## src/rtl/regfile_arbiter_pkg.sv

```systemverilog
`default_nettype none
// ---------------------------------------------------------------------------
// regfile_arb_pkg: shared widths, FSM encoding and client ids. Rev 1.0
// ---------------------------------------------------------------------------
package regfile_arb_pkg;

    localparam int DW_DEFAULT = 16;
    localparam int AW_DEFAULT = 3;

    typedef enum logic [0:0] {
        IDLE  = 1'b0,
        ISSUE = 1'b1
    } state_t;

    localparam logic CLIENT0 = 1'b0;
    localparam logic CLIENT1 = 1'b1;

endpackage
`default_nettype wire

```

## src/rtl/rr_arb2.sv

```systemverilog
`default_nettype none
// ---------------------------------------------------------------------------
// rr_arb2: combinational 2-way round-robin select. Rev 1.0
// ---------------------------------------------------------------------------
module rr_arb2
    import regfile_arb_pkg::*;
(
    input  logic req0,
    input  logic req1,
    input  logic prio,
    output logic winner,
    output logic any_req
);

    always_comb begin
        any_req = req0 | req1;
        winner  = CLIENT0;
        // A tie goes to whichever client the pointer currently favours.
        if (req0 && req1) begin
            winner = prio;
        end else if (req1) begin
            winner = CLIENT1;
        end
    end

endmodule
`default_nettype wire

```

## src/rtl/regfile_arbiter.sv

```systemverilog
`default_nettype none
// ---------------------------------------------------------------------------
// regfile_arbiter: two-client round-robin access to a single-port register file. Rev 1.0
// ---------------------------------------------------------------------------
module regfile_arbiter
    import regfile_arb_pkg::*;
#(
    parameter int DW = DW_DEFAULT,
    parameter int AW = AW_DEFAULT
) (
    input  logic          clk,
    input  logic          reset_n,
    input  logic          req0,
    input  logic          req1,
    input  logic          we0,
    input  logic          we1,
    input  logic [AW-1:0] addr0,
    input  logic [AW-1:0] addr1,
    input  logic [DW-1:0] wdata0,
    input  logic [DW-1:0] wdata1,
    output logic          gnt0,
    output logic          gnt1,
    output logic          rvalid0,
    output logic          rvalid1,
    output logic [DW-1:0] rdata,
    output logic          rf_write,
    output logic [AW-1:0] rf_writenum,
    output logic [AW-1:0] rf_readnum,
    output logic [DW-1:0] rf_data_in,
    input  logic [DW-1:0] rf_data_out
);

    state_t        state;
    state_t        state_next;
    logic          prio;
    logic          winner;
    logic          any_req;
    logic          accept;
    logic          issue;
    logic          cmd_id;
    logic          cmd_we;
    logic [AW-1:0] cmd_addr;
    logic [DW-1:0] cmd_wdata;

    rr_arb2 u_rr_arb2 (
        .req0    (req0),
        .req1    (req1),
        .prio    (prio),
        .winner  (winner),
        .any_req (any_req)
    );

    assign issue  = (state == ISSUE);
    assign accept = (state == IDLE) && any_req;

    always_ff @(posedge clk or negedge reset_n) begin
        if (!reset_n) begin
            state <= IDLE;
        end else begin
            state <= state_next;
        end
    end

    always_comb begin
        state_next = state;
        case (state)
            IDLE:    if (any_req) state_next = ISSUE;
            ISSUE:   state_next = IDLE;
            default: state_next = IDLE;
        endcase
    end

    // Command register: the latched access drives the register file during ISSUE
    // and keeps the rf address/data outputs stable afterwards.
    always_ff @(posedge clk or negedge reset_n) begin
        if (!reset_n) begin
            prio      <= CLIENT0;
            cmd_id    <= CLIENT0;
            cmd_we    <= 1'b0;
            cmd_addr  <= '0;
            cmd_wdata <= '0;
        end else if (accept) begin
            prio      <= ~winner;
            cmd_id    <= winner;
            cmd_we    <= (winner == CLIENT1) ? we1    : we0;
            cmd_addr  <= (winner == CLIENT1) ? addr1  : addr0;
            cmd_wdata <= (winner == CLIENT1) ? wdata1 : wdata0;
        end
    end

    always_ff @(posedge clk or negedge reset_n) begin
        if (!reset_n) begin
            rdata   <= '0;
            rvalid0 <= 1'b0;
            rvalid1 <= 1'b0;
        end else begin
            rvalid0 <= issue && !cmd_we && (cmd_id == CLIENT0);
            rvalid1 <= issue && !cmd_we && (cmd_id == CLIENT1);
            if (issue && !cmd_we) begin
                rdata <= rf_data_out;
            end
        end
    end

    assign gnt0        = issue && (cmd_id == CLIENT0);
    assign gnt1        = issue && (cmd_id == CLIENT1);
    assign rf_write    = issue && cmd_we;
    assign rf_writenum = cmd_addr;
    assign rf_readnum  = cmd_addr;
    assign rf_data_in  = cmd_wdata;

endmodule
`default_nettype wire

```

## config.mk

```make
export PLATFORM = sky130hd
export DESIGN_NAME = regfile_arbiter
export DESIGN_NICKNAME = d
export VERILOG_FILES = /design/src/rtl/regfile_arbiter_pkg.sv /design/src/rtl/rr_arb2.sv /design/src/rtl/regfile_arbiter.sv
export SDC_FILE = /design/constraint.sdc
export NUM_CORES = 1
export LEC_CHECK = 0
export ABC_AREA = 0
export CORE_UTILIZATION = 45
export CTS_BUF_LIST = sky130_fd_sc_hd__clkbuf_2
export DETAILED_ROUTE_END_ITERATION = 10
export DONT_BUFFER_PORTS = 1
export MAX_ROUTING_LAYER = met4
export PLACE_DENSITY = 0.67
export SETUP_SLACK_MARGIN = 0.05
export SLEW_MARGIN = 20
export SYNTH_ARGS = -nofsm -noshare
export SYNTH_HDL_FRONTEND = slang
export SYNTH_SLANG_ARGS = --single-unit
```

## constraint.sdc

```tcl
create_clock -name clk -period 1.2 [get_ports clk]
set_input_delay 0.36 -clock clk [delete_from_list [all_inputs] [get_ports clk]]
set_output_delay 0.36 -clock clk [all_outputs]
set_load 0.02 [all_outputs]
```

==> flow_summary_export.csv, run 1 <==
group,metric,value,unit
outcome,status,"complete, but fails checks",
outcome,violations,"hold timing, setup timing",
detailed_routing,drc,0,
critical_path,r2r_cells,5,
detailed_routing,ant_nets,0,
power_and_ir_drop,p_leak,0.8763,nW
run,cap_violations,0,
power_and_ir_drop,power_density,1886,nW/um2
global_routing,grt_max_degree,42,
timing,final.setup.worst_slack,-351.0,ps
critical_path,crit_arrival,1190,ps
clock_network,cts_buffers,5,
place,placement.cell_area,1896,um2
detailed_routing,dr_wl_met2,2461,um
synthesis,synth_ff_type,"dfrtp_1",
detailed_routing,via_count,1379,
clock_network,clockBufferDepth,2,
timing,tightestPinTransition,317.4,ps
global_routing,antenna_found_initial,0,
synthesis,synthArstFlopShare,1.000,
timing,worst_clock_skew,10.66,ps
detailed_routing,drt_iter0_markers,90,
critical_path,critPathMaxFanout,3,
detailed_routing,post_drt_via_cell_ratio,6.212,
synthesis,yosysSeqAreaShare,0.5574,
timing,fmax,644.7,MHz
place,place_hpwl,2891,um
synthesis,yosys.area.top_type,"dfrtp_1",
global_routing,grt_pass1_wl,6361,um
global_routing,grt-ovfl-total,0,
final_layout,nFillCells,309,
die,row_count,22,
clock_network,cts_tree,"built",
final_layout,syn2layout_area_growth,31.34,%
detailed_routing,wl,4736,um
synthesis,synth_common_cells,"dfrtp_1, o21ai_0, a21oi_1, a31oi_1, nor2_1",
min_path,hold_class,"input port to async pin",
synthesis,syn_avg_cell_area,10.89,um2
detailed_routing,wl_met3,470,um
clock_network,clock_latency,380,ps
synthesis,synth-edff-count,0,
clock_network,cts.sinks,41,
timing,hold_viol,41,
synthesis,netlist_area,1841,um2
detailed_routing,met1Wirelength,1740,um
critical_path,critPathCaptureType,"output port",
timing,slew_headroom,0.7881,
critical_path,start_kind,"register",
timing,slew_violations,0,
synthesis,synth-seq-cells,41,
die,start_util,0.4845,
die,die_w,65.96,um
place,preCtsSetupSlack,-80.76,ps
timing,fin_crit,1551,ps
final_layout,final_layout_size_suffix_gt1_frac,0.6437,
critical_path,critPathKind,"register to output port",
synthesis,syn_inst,169,
critical_path,r2r_slack,-230,ps
detailed_routing,wl_per_cell,21.33,um
die,dieArea,4350,um2
final_layout,diodes,0,
timing,report.final.setup_viol,82,
final_layout,layoutNonFillerInstCount,222,
place,dp_cells,210,
timing,rsz0062_at_grt,"yes",
critical_path,timing.rr.start,"issue",
timing,fin_hold_ws,-373.1,ps
synthesis,synth_area_leaders,"dfrtp_1, a31oi_1, mux2_4",
critical_path,r2r-end,"rdata[0]",
power_and_ir_drop,peakVddDrop,0.8471,mV
detailed_routing,dr.pass1.iters,4,
timing,tns,-10110,ps
synthesis,synth_fp_nets,229,
clock_network,clk_pin_slew,200,ps
synthesis,yosysWarnings,0,
clock_network,htree_levels,2,
die,dieHeight,65.96,um
timing,fin_crit_sh,1.293,
place,place_congestion,0.7034,
global_routing,grtUsageTotal,0.2048,
global_routing,grt_pass1_vias,1340,
final_layout,nets,233,
synthesis,synth_cell_types,21,
clock_network,clockRootBuffer,"clkbuf_2",
synthesis,synth_top_area_share,0.5574,
critical_path,cp_data_required_time,840,ps
detailed_routing,maxUsedRoutingLayer,"met4",
synthesis,synth_most_common_cell,"dfrtp_1",
final_layout,fin_area,2417,um2
place,port_buffers,0,
die,num_io_pins,103,
die,coreArea,3799,um2
## cells by family (layout without fill, tap and decap cells)
group | after synthesis | count (layout) | share of synthesized area
AOI/OAI and AO/OA | 64 | 64 | 0.1924
and+or+nand+nor | 29 | 29 | 0.07478
DFF | 41 | 41 | 0.5574
muxes | 16 | 16 | 0.1142
buffers and inverters | 19 | 24 | 0.06118
## flip-flops by register name (all words and copies together), names as in the netlist
register / count
rdata: 16
rf_data_in: 16
rf_readnum: 3
cmd_id: 1
cmd_we: 1
issue: 1
prio: 1
rvalid0: 1
rvalid1: 1
## routing by layer
layer  up-vias  global-route usage
li1        607                   -
met1       682              0.2106
met2        83              0.3559
met3         7             0.07931
met4         0             0.06915
met5         -                   -
## final cells by class
cell class / instances / area [um2] / area share
inverters: 2 / 12.51 / 0.005176
clock buffers: 6 / 30.03 / 0.01242
multi-input cells: 109 / 1047 / 0.4332
flip-flops and latches: 41 / 1071 / 0.4431
repair buffers: 14 / 186.4 / 0.07712
well taps: 48 / 60.06 / 0.02484
clock inverters: 2 / 10.01 / 0.004141
## layout by cell type (no fill, tap or decap), drive strengths merged
cell	count
a21oi	20
and2	3
a31oi	20
nor2	20
buf	13
o21bai	1
nor2b	3
nand2	1
o31ai	1
mux2	16
dfrtp	41
nand2b	1
and2b	1
inv	1
clkbuf	7
o21ai	22
clkinv	3
## power breakdown
group          leakage, nW  internal [mW]  switching [mW]  total, mW
logic                0.402          0.714           0.568       1.28
registers            0.441           1.87           0.827       2.70
clock network       0.0327          0.147           0.435      0.581
## metrics by stage
stage,total power [mW],util
3_3_place_gp,3.475,0.4990
2_1_floorplan,3.317,-
4_1_cts,4.287,0.5445
3_5_place_dp,3.543,0.4990
6_report,4.559,0.6364
5_1_grt,4.798,0.6364
## repair_timing
item / 4_1_cts / 5_1_grt
gates cloned: 1 / 0
pin swaps: 9 / 13
setup endpoints to repair: 79 / 82
endpoints found under the hold margin: 41 / 41
resized for setup: 46 / 55
setup buffers: 2 / 1
## worst max-delay path by stage
stage	depth (start not counted)	slack, ps	to	from
floorplan	4	-20	rdata[10]	issue
global placement	3	10	rdata[15]	issue
detailed placement	4	-80	rf_data_in[4]	issue
CTS	3	-400	gnt0	issue
global route	3	-410	gnt0	issue
finish	3	-350	gnt0	issue
## worst max-delay path, cell delays in order (launching register included)
cell	delay (ps)
dfrtp_1	440
buf_6	130
nor2b_4	120
buf_6	120
Power figures use the tool's default switching activity.
==> run 2: changes to the inputs <==
Settings changed: ABC_AREA 0 to 1, CORE_MARGIN from default to 5.
==> flow_summary_export.csv, run 2 <==
group,metric,value,unit
timing,fin_crit,1469,ps
critical_path,critPathMaxFanout,4,
timing,slew_headroom,0.8483,
power_and_ir_drop,p_leak,1.379,nW
global_routing,antenna_found_initial,0,
synthesis,synth-seq-cells,41,
global_routing,grtUsageTotal,0.1515,
power_and_ir_drop,peakVddDrop,0.6549,mV
die,start_util,0.4666,
global_routing,grt_max_degree,42,
detailed_routing,ant_nets,0,
critical_path,critPathCaptureType,"output port",
critical_path,cp_data_required_time,840,ps
synthesis,synth_cell_types,14,
die,die_w,77.43,um
min_path,hold_class,"input port to async pin",
final_layout,nFillCells,410,
synthesis,synth_common_cells,"nand2_1, inv_1, dfrtp_1, nand3_1, o21ai_2",
place,place_congestion,0.7108,
run,cap_violations,0,
die,row_count,24,
clock_network,clock_latency,380,ps
synthesis,synth_fp_nets,325,
final_layout,nets,335,
clock_network,clockBufferDepth,2,
clock_network,cts_tree,"built",
final_layout,seq_area,1072,um2
synthesis,yosysSeqAreaShare,0.5015,
timing,final.setup.worst_slack,-268.8,ps
timing,hold_viol,41,
critical_path,crit_arrival,1110,ps
clock_network,htree_levels,2,
final_layout,diodes,0,
final_layout,syn2layout_area_growth,22.51,%
timing,slew_violations,0,
detailed_routing,post_drt_via_cell_ratio,4.896,
synthesis,synth-edff-count,0,
clock_network,cts.sinks,41,
clock_network,clk_pin_slew,190,ps
die,dieHeight,77.43,um
timing,fin_crit_sh,1.224,
final_layout,multi_input_area,785.8,um2
place,preCtsSetupSlack,50.04,ps
detailed_routing,wl_per_cell,15.08,um
detailed_routing,drc,0,
place,place_hpwl,3154,um
final_layout,final_cell_mix,"nand2_1, inv_1, nand3_1",
synthesis,syn_avg_cell_area,7.720,um2
place,port_buffers,0,
synthesis,netlist_area,2046,um2
die,num_io_pins,103,
synthesis,synth_top_area_share,0.5015,
timing,fmax,680.8,MHz
final_layout,final_common_cell,"nand2_1",
critical_path,critPathKind,"register to output port",
synthesis,yosys.area.top_type,"dfrtp_1",
global_routing,grt_pass1_vias,1518,
global_routing,grt-ovfl-total,0,
timing,report.final.setup_viol,60,
clock_network,cts_buffers,5,
final_layout,final_layout_size_suffix_gt1_frac,0.3732,
detailed_routing,dr.pass1.iters,4,
timing,rsz0062_at_grt,"yes",
synthesis,synth_ff_type,"dfrtp_1",
synthesis,synth_most_common_cell,"nand2_1",
timing,worst_clock_skew,16.61,ps
power_and_ir_drop,power_density,1788,nW/um2
outcome,violations,"hold timing, setup timing",
detailed_routing,drt_iter0_markers,65,
timing,fin_hold_ws,-365.0,ps
timing,tightestPinTransition,227.5,ps
critical_path,start_kind,"register",
synthesis,syn_inst,265,
die,dieArea,5995,um2
detailed_routing,wl,4947,um
global_routing,grt_pass1_wl,7176,um
synthesis,yosysWarnings,0,
die,coreArea,4384,um2
synthesis,synthArstFlopShare,1.000,
synthesis,synth_area_leaders,"dfrtp_1, nand2_1, inv_1",
outcome,status,"complete, but fails checks",
clock_network,clockRootBuffer,"clkbuf_2",
detailed_routing,via_count,1606,
==> run 2: metrics by stage <==
step	util	std cells	setup TNS (ps)	area [um2]	power [mW]
2_1_floorplan	-	265	0	2046	3.090
3_3_place_gp	0.4775	308	0	2093	3.246
3_5_place_dp	0.4775	308	0	2093	3.273
4_1_cts	0.5088	318	-3694	2231	4.154
5_1_grt	0.5716	328	-9311	2506	4.766
6_report	0.5716	328	-4369	2506	4.481
==> run 2: cells by family (layout without fill, tap and decap cells) <==
logic type	count (synthesis)	count (layout)	share of synthesized area
buf+inv	78	89	0.1621
compound gates	17	17	0.07217
simple gates	129	129	0.2642
flops	41	41	0.5015
==> run 2: what timing repair did <==
item                                    CTS  global route
cloned                                    0             6
endpoints found under the setup margin   60            82
endpoints found under the hold margin    41            41
resized for setup                        42            32
pin swaps                                 1             2
setup buffers                             2             4
==> run 2: where the power goes <==
group          switching, mW  internal [mW]  leakage (nW)
registers              0.781           1.80         0.457
logic                  0.558          0.567         0.881
clock network          0.420          0.356        0.0406
==> run 2: critical path: stages (launching register included) <==
cell,delay [ps]
dfrtp_1,460
inv_2,110
nor2_4,40
buf_6,130
==> run 2: path summary, 6_finish.rpt <==
path / startpoint / to / slack, ps / cells past startpoint
setup reg to reg: issue / rdata[11] / -150 / 6
max in group asynchronous: reset_n / rf_data_in[8] / 1460 / 0
hold reg to reg: prio / prio / 520 / 1
setup / recovery: issue / gnt0 / -270 / 3
min in group clk: rf_data_out[9] / rdata[9] / 80 / 2
hold / removal: reset_n / rdata[1] / -360 / 0
==> run 2: final cells by class <==
cell class              instances  share of cell area
flip-flops and latches         41              0.4279
multi-input cells             146              0.3135
repair buffers                 20              0.1138
inverters                      61             0.09336
well taps                      52             0.02596
clock inverters                 2             0.01348
clock buffers                   6             0.01198
==> run 2: routing by layer <==
| layer | track usage | vias to the layer above | wire, um |
|---|---|---|---|
| li1 | - | 802 | - |
| met1 | 0.1722 | 731 | 2028 |
| met2 | 0.2424 | 68 | 2478 |
| met3 | 0.06829 | 5 | 393 |
| met4 | 0.04124 | 0 | 46 |
| met5 | - | - | 0 |
==> run 3: changes to the inputs <==
Settings changed: CORE_UTILIZATION 45 to 59, CTS_BUF_LIST sky130_fd_sc_hd__clkbuf_2 to sky130_fd_sc_hd__clkbuf_4 sky130_fd_sc_hd__clkbuf_8, PLACE_DENSITY 0.67 to 0.83, SKIP_CTS_REPAIR_TIMING from default to 1.
==> flow_summary_export.csv, run 3 (synthesized netlist as in run 2, its figures left out) <==
group,metric,value,unit
outcome,status,"complete, but fails checks",
outcome,violations,"hold timing, setup timing",
critical_path,crit_arrival,1030,ps
final_layout,syn2layout_area_growth,11.01,%
global_routing,gr-usage-met2,0.2964,
global_routing,antenna_found_initial,0,
final_layout,fin_area,2271,um2
final_layout,final_layout_size_suffix_gt1_frac,0.3008,
timing,rsz0062_at_grt,"yes",
place,place_hpwl,3045,um
global_routing,grt_pass1_vias,1455,
detailed_routing,dr.pass1.iters,4,
detailed_routing,ant_nets,0,
final_layout,final_common_cell,"nand2_1",
critical_path,max_stage_delay,440,ps
critical_path,critPathMaxFanout,4,
critical_path,critPathSlowestCell,"dfrtp_1",
final_layout,nets,326,
clock_network,htree_levels,2,
final_layout,postLayoutCoreUtil,0.6805,
global_routing,grtUsageTotal,0.1881,
critical_path,cp_data_required_time,840,ps
timing,fin_crit_sh,1.159,
die,num_io_pins,103,
timing,fmax,718.9,MHz
critical_path,critPathCaptureType,"output port",
timing,tightestPinTransition,352.8,ps
final_layout,diodes,0,
global_routing,met3_usage,0.06483,
power_and_ir_drop,p_leak,1.268,nW
clock_network,cts.sinks,41,
place,port_buffers,0,
global_routing,grt_use_met1,0.2188,
detailed_routing,drc,0,
global_routing,grt_pass1_wl,6410,um
clock_network,clockBufferDepth,2,
critical_path,startpoint,"issue",
clock_network,clock_latency,340,ps
clock_network,clk_pin_slew,110,ps
timing,hold_viol,41,
global_routing,grt.busiest_layer,"met2",
timing,fin_hold_ws,-298.0,ps
timing,fin_crit,1391,ps
place,placement.cell_area,2086,um2
die,start_util,0.6130,
detailed_routing,wl_per_cell,13.98,um
timing,report.final.setup_viol,9,
critical_path,cp-endpoint,"gnt0",
die,row_count,21,
place,place_congestion,0.8088,
critical_path,crit_chain,"inv_2, nor2_4, buf_6",
critical_path,r2r-end,"rdata[7]",
die,coreArea,3337,um2
min_path,hold_class,"input port to async pin",
detailed_routing,drt_iter0_markers,91,
detailed_routing,post_drt_via_cell_ratio,5.038,
timing,worst_clock_skew,3.204,ps
global_routing,grt_max_degree,42,
power_and_ir_drop,peakVddDrop,0.8587,mV
final_layout,final_cell_mix,"nand2_1, inv_1, nand3_1",
run,cap_violations,0,
final_layout,nFillCells,293,
timing,slew_headroom,0.7645,
timing,slew_violations,0,
critical_path,critPathKind,"register to output port",
detailed_routing,wl,4361,um
critical_path,start_kind,"register",
clock_network,cts_buffers,5,
clock_network,clockRootBuffer,"clkbuf_4",
clock_network,cts_tree,"built",
die,dieHeight,68.89,um
die,dieArea,4745,um2
critical_path,timing.rr.start,"issue",
timing,final.setup.worst_slack,-191.0,ps
die,die_w,68.89,um
critical_path,r2r_slack,20,ps
detailed_routing,via_count,1572,
final_layout,layoutNonFillerInstCount,312,
power_and_ir_drop,power_density,1853,nW/um2
place,dp_cells,302,
global_routing,grt-ovfl-total,0,
critical_path,r2r_cells,5,
-- run 3: cell type report --
class,count,area [um2],area share
clock inverter,2,35.03,0.01543
sequential,41,1074,0.4727
tap,46,57.56,0.02534
clock buffer,5,37.54,0.01653
inverter,61,229.0,0.1008
timing repair buffer,11,132.6,0.05840
multi-input combinational,146,705.7,0.3107
-- run 3: per-layer routing --
| metal | vias to the layer above | routed length, um | share of wire |
|---|---|---|---|
| li1 | 779 | - | - |
| met1 | 724 | 1788 | 0.41 |
| met2 | 64 | 2084 | 0.48 |
| met3 | 5 | 446 | 0.10 |
| met4 | 0 | 41 | 0.0094 |
| met5 | - | 0 | 0 |
-- run 3: power breakdown --
| group | total (mW) | switching (mW) | internal [mW] |
|---|---|---|---|
| registers | 2.52 | 0.714 | 1.80 |
| logic | 0.846 | 0.482 | 0.364 |
| clock network | 0.845 | 0.421 | 0.424 |
| total | 4.21 | 1.62 | 2.59 |
-- run 3: worst max-delay path, delay by kind of cell (launching register included) --
kind | cells | cell delay [ps]
DFF | 1 | 440
and+or+nand+nor | 1 | 30
buffers and inverters | 2 | 220
-- run 3: worst min-delay path by stage --
stage | start | endpoint | slack, ps | depth (start not counted)
floorplan | reset_n | cmd_id | 60 | 0
global placement | reset_n | rdata[1] | 70 | 0
detailed placement | reset_n | rdata[1] | 70 | 0
CTS | reset_n | rdata[1] | -310 | 0
global route | reset_n | rdata[3] | -330 | 0
finish | reset_n | rdata[1] | -300 | 0
-- run 3: stage by stage --
stage	setup slack [ps]	hold slack, ps	total power [mW]	TNS, ps
2_1_floorplan	61.91	64.41	3.090	0
3_3_place_gp	100.1	65.56	3.228	0
3_5_place_dp	68.44	65.38	3.271	0
4_1_cts	-217.3	-313.5	4.113	-1316
5_1_grt	-252.3	-331.6	4.447	-1329
6_report	-191.0	-298.0	4.207	-585.1
